===== config.mk =====
export PLATFORM = sky130hd
export DESIGN_NAME = stim_pattern_gen
export DESIGN_NICKNAME = d
export VERILOG_FILES = /design/src/rtl/stim_pattern_gen_pkg.sv /design/src/rtl/stim_dwell_timer.sv /design/src/rtl/stim_pattern_gen.sv
export SDC_FILE = /design/constraint.sdc
export NUM_CORES = 1
export LEC_CHECK = 0
export BUFFER_PORTS_ARGS = -buffer_cell sky130_fd_sc_hd__buf_2
export CORE_MARGIN = 2
export CORE_UTILIZATION = 58
export DETAILED_ROUTE_END_ITERATION = 10
export PLACE_DENSITY = 0.83
export SYNTH_ARGS = -nofsm -noshare
export SYNTH_HDL_FRONTEND = slang
export SYNTH_HIERARCHICAL = 1
export SYNTH_SLANG_ARGS = --single-unit

===== constraint.sdc =====
create_clock -name clk -period 3.22 [get_ports clk]
set_clock_uncertainty 0.05 [all_clocks]
set_input_delay 0.966 -clock clk [delete_from_list [all_inputs] [get_ports clk]]
set_output_delay 0.966 -clock clk [all_outputs]
set_load 0.005 [all_outputs]

===== src/rtl/stim_pattern_gen_pkg.sv =====
// Shared constants for the stimulus pattern generator: sequence modes and FSM state encoding.
// Mode 3 (Gray) only yields Gray code when STIM_PATTERN_GEN_GRAY_EN is defined.

package stim_pattern_gen_pkg;

  localparam logic [1:0] MODE_UP   = 2'd0;
  localparam logic [1:0] MODE_DOWN = 2'd1;
  localparam logic [1:0] MODE_WALK = 2'd2;
  localparam logic [1:0] MODE_GRAY = 2'd3;

  typedef enum logic [1:0] {
    ST_IDLE = 2'd0,
    ST_RUN  = 2'd1,
    ST_DONE = 2'd2
  } state_t;

endpackage


===== src/rtl/stim_dwell_timer.sv =====
// Dwell timer: counts 0..DWELL-1 while enabled and flags the last cycle of each dwell period.
// The clear input has priority over the enable input and returns the count to zero.

module stim_dwell_timer #(
  parameter  int DWELL = 100,
  localparam int CNT_W = $clog2(DWELL) + 1
) (
  input  logic clk,
  input  logic rst_n,
  input  logic clear,
  input  logic en,
  output logic expire
);

  localparam logic [CNT_W-1:0] LAST = CNT_W'(DWELL - 1);

  logic [CNT_W-1:0] cnt;

  assign expire = en && (cnt == LAST);

  always_ff @(posedge clk or negedge rst_n) begin
    if (!rst_n) begin
      cnt <= '0;
    end else if (clear) begin
      cnt <= '0;
    end else if (en) begin
      if (cnt == LAST) cnt <= '0;
      else             cnt <= cnt + CNT_W'(1);
    end
  end

endmodule


===== src/rtl/stim_pattern_gen.sv =====
// Stimulus sequencer: steps a W-bit pattern through up/down/walking-one/Gray sequences, DWELL cycles per value.
// Define STIM_PATTERN_GEN_GRAY_EN to build Gray mode; without it, mode 3 runs the binary-up sequence.
//
// state   | meaning
// ST_IDLE | waiting for start; pattern holds its last value
// ST_RUN  | sequencing; strobe marks each new pattern
// ST_DONE | non-looping run finished; done held high

module stim_pattern_gen
  import stim_pattern_gen_pkg::*;
#(
  parameter int W     = 3,
  parameter int DWELL = 100
) (
  input  logic         clk,
  input  logic         rst_n,
  input  logic         start,
  input  logic         stop,
  input  logic         loop_en,
  input  logic [1:0]   mode,
  output logic [W-1:0] pattern,
  output logic         strobe,
  output logic         busy,
  output logic         done
);

  state_t         state;
  logic [W-1:0]   idx;
  logic [1:0]     mode_q;
  logic           loop_q;
  logic           expire;
  logic           tmr_clear;
  logic           tmr_en;

  function automatic logic [W-1:0] map_pattern(input logic [1:0] m, input logic [W-1:0] i);
    logic [W-1:0] one;
    one = W'(1);
    case (m)
      MODE_DOWN: map_pattern = ~i;
      MODE_WALK: map_pattern = one << i;
`ifdef STIM_PATTERN_GEN_GRAY_EN
      MODE_GRAY: map_pattern = i ^ (i >> 1);
`endif
      default:   map_pattern = i;
    endcase
  endfunction

  // Walking-one sequence is W long; all other modes cover the full 2^W range.
  function automatic logic [W-1:0] last_idx(input logic [1:0] m);
    if (m == MODE_WALK) last_idx = W'(W - 1);
    else                last_idx = '1;
  endfunction

  assign tmr_en    = (state == ST_RUN);
  assign tmr_clear = (state != ST_RUN) || stop;

  stim_dwell_timer #(.DWELL(DWELL)) u_dwell (
    .clk    (clk),
    .rst_n  (rst_n),
    .clear  (tmr_clear),
    .en     (tmr_en),
    .expire (expire)
  );

  always_ff @(posedge clk or negedge rst_n) begin
    if (!rst_n) begin
      state   <= ST_IDLE;
      idx     <= '0;
      pattern <= '0;
      strobe  <= 1'b0;
      busy    <= 1'b0;
      done    <= 1'b0;
      mode_q  <= MODE_UP;
      loop_q  <= 1'b0;
    end else begin
      strobe <= 1'b0;
      case (state)
        ST_IDLE, ST_DONE: begin
          if (start && !stop) begin
            state   <= ST_RUN;
            mode_q  <= mode;
            loop_q  <= loop_en;
            idx     <= '0;
            pattern <= map_pattern(mode, '0);
            strobe  <= 1'b1;
            busy    <= 1'b1;
            done    <= 1'b0;
          end
        end
        ST_RUN: begin
          if (stop) begin
            state <= ST_IDLE;
            busy  <= 1'b0;
            done  <= 1'b0;
          end else if (expire) begin
            if (idx == last_idx(mode_q)) begin
              if (loop_q) begin
                idx     <= '0;
                pattern <= map_pattern(mode_q, '0);
                strobe  <= 1'b1;
              end else begin
                state <= ST_DONE;
                busy  <= 1'b0;
                done  <= 1'b1;
              end
            end else begin
              idx     <= idx + W'(1);
              pattern <= map_pattern(mode_q, idx + W'(1));
              strobe  <= 1'b1;
            end
          end
        end
        default: state <= ST_IDLE;
      endcase
    end
  end

endmodule


# Word level (Yosys, flattened, before mapping)
# Index checks and enable logic that the tools add are counted.
[word_totals]
register_bits = 22
output_inout_bits = 6
[classes]
n_addsub = 2
eq_ne = 16
n_shift = 1
muxes = 46
n_bitwise = 1
n_reduce_logical = 12
[op_table]
columns = ["op", "n"]
rows = [
  ["2-to-1 mux 3 bit", 14],
  ["one-hot mux 3 bit (2 select lines)", 5],
  ["2-to-1 mux 8 bit", 3],
  ["2-to-1 mux 1 bit", 15],
  ["inequality test 3 bit, second input constant", 4],
  ["2-to-1 mux 2 bit", 5],
  ["AND reduction 5 bit", 2],
  ["adder 8 x 1 -> 8 bit, second input constant", 1],
  ["equality test 8 x 7 -> 1 bit, second input constant", 1],
  ["equality test 2 x 1 -> 1 bit, second input constant", 3],
  ["equality test 2 bit, second input constant", 3],
  ["inequality test 2 bit, second input constant", 3],
  ["one-hot mux 1 bit (2 select lines)", 3],
  ["one-hot mux 2 bit (2 select lines)", 1],
  ["AND reduction 4 bit", 1],
  ["nonzero test 2 bit", 2],
  ["adder 3 x 1 -> 3 bit, second input constant", 1],
  ["equality test 3 bit", 1],
  ["inverter 3 bit", 1],
  ["left shift 1 x 3 -> 3 bit, first input constant", 1],
  ["logical AND 1 bit", 2],
  ["logical NOT 2 bit", 1],
  ["inequality test 2 x 1 -> 1 bit, second input constant", 1],
  ["AND reduction 2 bit", 1],
  ["other kinds (3)", 3],
]

# Longest topological paths before layout
[depth]
ltp_word = 10
ltp_mapped = 8
depth_no_buf = 8

# Modules after synthesis
# The synthesis kept the hierarchy.
[modules_own_cells]
columns = ["mod", "instances", "cells_per_inst", "area_per_inst_um2", "seq_area_each_um2"]
rows = [
  ["stim_pattern_gen", 1, 89, 938.4, 350.3],
  ["stim_dwell_timer", 1, 52, 488.0, 200.2],
]

# Worst setup path before layout
# OpenSTA, ideal clock, no wires.
[synth_path]
path_type = "register -> register"
startpoint = "register state[1]"
endpoint = "register pattern[0]"
arrival_time_ns = 2.112
required_ns = 3.045
path_slack_ns = 0.933
stages_incl_launch_ff = 9
path_buffers = 0
synth_period_minus_slack_ns = 2.287
path_cell_list = "dfrtp_1 -> nand2b_1 -> inv_1 -> inv_1 -> nor4bb_1 -> a21oi_2 -> or2_4 -> inv_4 -> mux2_4"
[synth_via]
elab_chain_cells = 4
word_cells_on_any_way = 12
[synth_lines]
columns = ["item", "line", "rtl"]
rows = [
  ["from (decl)", "stim_pattern_gen.sv:27", "state_t state;"],
  ["from (signal assigned)", "stim_pattern_gen.sv:67", "state <= ST_IDLE;"],
  ["from (signal assigned)", "stim_pattern_gen.sv:80", "state <= ST_RUN;"],
  ["from (signal assigned)", "stim_pattern_gen.sv:92", "state <= ST_IDLE;"],
  ["equality test 2 x 1 -> 1 bit", "stim_pattern_gen.sv:54", "assign tmr_en = (state == ST_RUN);"],
  ["via tmr_en", "stim_pattern_gen.sv:33", "logic tmr_en;"],
  ["logical AND 1 bit", "stim_dwell_timer.sv:19", "assign expire = en && (cnt == LAST);"],
  ["via expire", "stim_pattern_gen.sv:31", "logic expire;"],
  ["inequality test 2 bit (no line)", "n/a", ""],
  ["AND reduction 5 bit (no line)", "n/a", ""],
  ["to (signal assigned)", "stim_pattern_gen.sv:84", "pattern <= map_pattern(mode, '0);"],
  ["to (signal assigned)", "stim_pattern_gen.sv:99", "pattern <= map_pattern(mode_q, '0);"],
  ["to (signal assigned)", "stim_pattern_gen.sv:108", "pattern <= map_pattern(mode_q, idx + W'(1));"],
  ["to (decl)", "stim_pattern_gen.sv:21", "output logic [W-1:0] pattern,"],
]
# The timed path passes the listed nets, and every way through them passes these cells.
# A chain may end at the register's enable or synchronous reset.

# Final worst setup path
# Ends and elaborated chain as after synthesis.

==> run_results.csv <==
group,metric,value,unit
synth,ys_top_cells_by_area,"dfrtp_1, ha_1, o21ai_0",
global_route,antenna_found_initial,0,
final_layout,final_util,0.688,
min_path,hold_class,"flop to flop",
sta,hold_viol_final,0,
final_layout,n_fill_cell,182,
floorplan,chipHeight,53.6,µm
clock_network,cts_sinks,22,
synth,syn_nets,157,
drt,drt-pass1-iter-count,4,
global_route,grt_use_met2,0.447,
synth,synth_compound_area_frac,0.224,
sta,setup_viol,0,
global_route,grt_pass1_vias,1108,
sta,slew_violations,0,
place,placed_area,1510,µm²
clock_network,cts_tree,"built",
sta,final.setup.tns,0,ps
drt,post_drt_wl_per_cell,16.3,µm
min_path,min-delay-start,"busy$_DFFE_PN0P_",
synth,syn_inst,141,
global_route,grt.overflow.total,0,
synth,synthXorXnorAreaFrac,0.0246,
drt,postRouteAntennaNets,0,
floorplan,die-width,53.6,µm
clock_network,cts_max_level,1,
place,hpwlAfterDp,2.19,mm
synth,syn_avg_cell_area,10.1,µm²
floorplan,pin_count,13,
synth,synth_seq_cells,22,
worst_setup_path,start_kind,"flop",
worst_setup_path,crit_type,"flop to flop",
drt,vias,1159,
final_layout,multiInputGateArea,820,µm²
drt,wl,2.98,mm
sta,worst_slew_pin_slew,558,ps
synth,synth_warnings,6,
power,p_total,683,µW
floorplan,die-area,2870,µm²
global_route,grt_util_met3,0.0333,
drt,drc,0,
synth,synth_top_area_share,0.386,
synth,synth_adder_area_share,0.0789,
run_status,status,"finished, final reports clean",
sta,fin_hold_ws,453,ps
worst_setup_path,critPathCaptureType,"flop",
sta,min_period,2680,ps
place,port_buffers,12,
drt,viasPerCell,6.33,
synth,synthMuxAreaShare,0.0184,
synth,synth_top_family_by_area,"simple AND/OR/NAND/NOR gates",
final_layout,syn_to_final_growth,9.74,%
place,gp_congestion,0.968,
sta,period_share,0.833,
sta,max_freq,373,MHz
synth,synthSimpleGateAreaFrac,0.229,
final_layout,antenna_cells,0,
final_layout,drive_above_1_share,0.213,
floorplan,core,2280,µm²
final_layout,design_area,1570,µm²
global_route,grt_pass1_wl,5.06,mm
floorplan,placementRows,17,
drt,drt-initial-drc-count,21,
job,drv_cap,0,
worst_setup_path,r2r_start,"state[1]$_DFFE_PN0P_",
global_route,busiest_layer,"met2",
global_route,grt_max_degree,23,
floorplan,start_util,0.627,
worst_setup_path,critPathArrivalTime,2840,ps
worst_setup_path,crit_required,3380,ps
clock_network,clockBufferDepth,2,
sta,rsz0062_at_grt,"false",
global_route,grt_util_met1,0.294,
synth,synth_area,1430,µm²
final_layout,nNetsFinal,172,
synth,ys_seq_area_frac,0.386,
synth,yosysTopAreaCell,"dfrtp_1",
clock_network,clk_latency,310,ps
clock_network,cts_resized,0,
clock_network,ctsHoldBuffers,0,
clock_network,cts_buffers,3,
power,powerDensity,436,nW/µm²
power,p_leak,0.000676,µW
final_layout,ff_latch_area,551,µm²
clock_network,cts.clk_slew.worst_paths,130,ps
sta,max-slew-margin-rel,0.623,
worst_setup_path,cp_max_fo,10,
global_route,grt_usage,0.244,
power,vdd_ir_drop_max,381,µV
worst_setup_path,crit_path_start,"state[1]$_DFFE_PN0P_",
clock_network,root_buffer,"clkbuf_4",
synth,synth_cell_types,51,
clock_network,cts_setup_buffers,0,
report_power, final:
group	internal, µW	switching [µW]
combinational	70.4	81.5
clock	126	85.1
sequential	301	18.9
total	498	185
per-layer routing:
layer / wire length, µm / up-vias / share of wire
met5: 0 / - / 0
met2: 1540 / 16 / 0.52
li1: - / 555 / -
met1: 1330 / 586 / 0.45
met3: 86 / 2 / 0.029
met4: 17 / 0 / 0.0057
placed cells by master, fill, tap and decap left out, types with 4 or more instances in the layout:
| cell | n |
|---|---|
| a21oi_1 | 5 |
| ha_1 | 9 |
| nand3_1 | 4 |
| inv_1 | 11 |
| nand2_1 | 8 |
| dfrtp_1 | 22 |
| o21ai_0 | 15 |
| buf_2 | 12 |
| nor2_1 | 8 |
logic make-up (layout without fill, tap and decap cells):
family | Yosys count | count (layout)
fa+ha+maj | 9 | 9
simple gates | 45 | 45
mux | 2 | 2
compound gates | 45 | 45
flops | 22 | 22
xor+xnor | 4 | 4
buf+inv | 14 | 28
sequential cells by signal, indices dropped and copies added, names as in the netlist:
register     cells
idx              3
busy             1
strobe           1
loop_q           1
done             1
mode_q           2
pattern          3
state            2
u_dwell/cnt      8
worst max-delay path, stage by stage (launching register included):
cell and delay (ps):
dfrtp_1 420, nand2b_1 260, inv_1 310, inv_1 150, nor4bb_1 550, a21oi_2 170
or2_4 310, inv_4 70, mux2_4 290
cell usage after synthesis (all sizes together):
| library cell | number |
|---|---|
| and4bb | 1 |
| a2bb2oi | 1 |
| o211ai | 2 |
| and3b | 1 |
| nor4 | 1 |
| or4 | 1 |
| o2111ai | 1 |
| nor2 | 8 |
| o21ai | 15 |
| nor4bb | 3 |
| a211o | 3 |
| mux2 | 2 |
| o31a | 1 |
| nor3b | 4 |
| nand3 | 4 |
| nand2b | 3 |
| nand3b | 2 |
| xnor2 | 2 |
| a21o | 3 |
| xor2 | 2 |
| a211oi | 3 |
| nor2b | 1 |
| inv | 12 |
| nand2 | 8 |
| clkbuf | 2 |
| a31oi | 2 |
| or2 | 1 |
| dfrtp | 22 |
| nand4b | 2 |
| a21oi | 6 |
| and4b | 1 |
| o22ai | 2 |
| a32oi | 1 |
| ha | 9 |
| a32o | 2 |
| nand4bb | 1 |
| or3 | 2 |
| or4b | 1 |
| o31ai | 3 |
through the flow:
stage	worst slack (ps)	instances
2_1_floorplan	933	141
6_report	539	183
4_1_cts	584	183
3_3_place_gp	760	179
5_1_grt	368	183
3_5_place_dp	641	179
layout make-up:
type	instances	share of cell area
multi-input combinational	105	0.524
sequential	22	0.352
timing repair buffer	12	0.0384
inverter	12	0.0304
tap	28	0.0224
clock inverter	1	0.0192
clock buffer	3	0.0144
final timing paths:
| check | endpoint | slack (ps) | depth (start not counted) |
|---|---|---|---|
| worst min-delay path | busy$_DFFE_PN0P_ | 450 | 1 |
| worst max-delay path | pattern[0]$_DFFE_PN0P_ | 540 | 8 |
| worst max register to register | pattern[0]$_DFFE_PN0P_ | 540 | 8 |
| max in group asynchronous | mode_q[1]$_DFFE_PN0P_ | 2240 | 1 |
| worst min register to register | busy$_DFFE_PN0P_ | 450 | 1 |
| min in group asynchronous | idx[0]$_DFFE_PN0P_ | 550 | 1 |
Note: power is estimated with default switching activity, not from simulation.
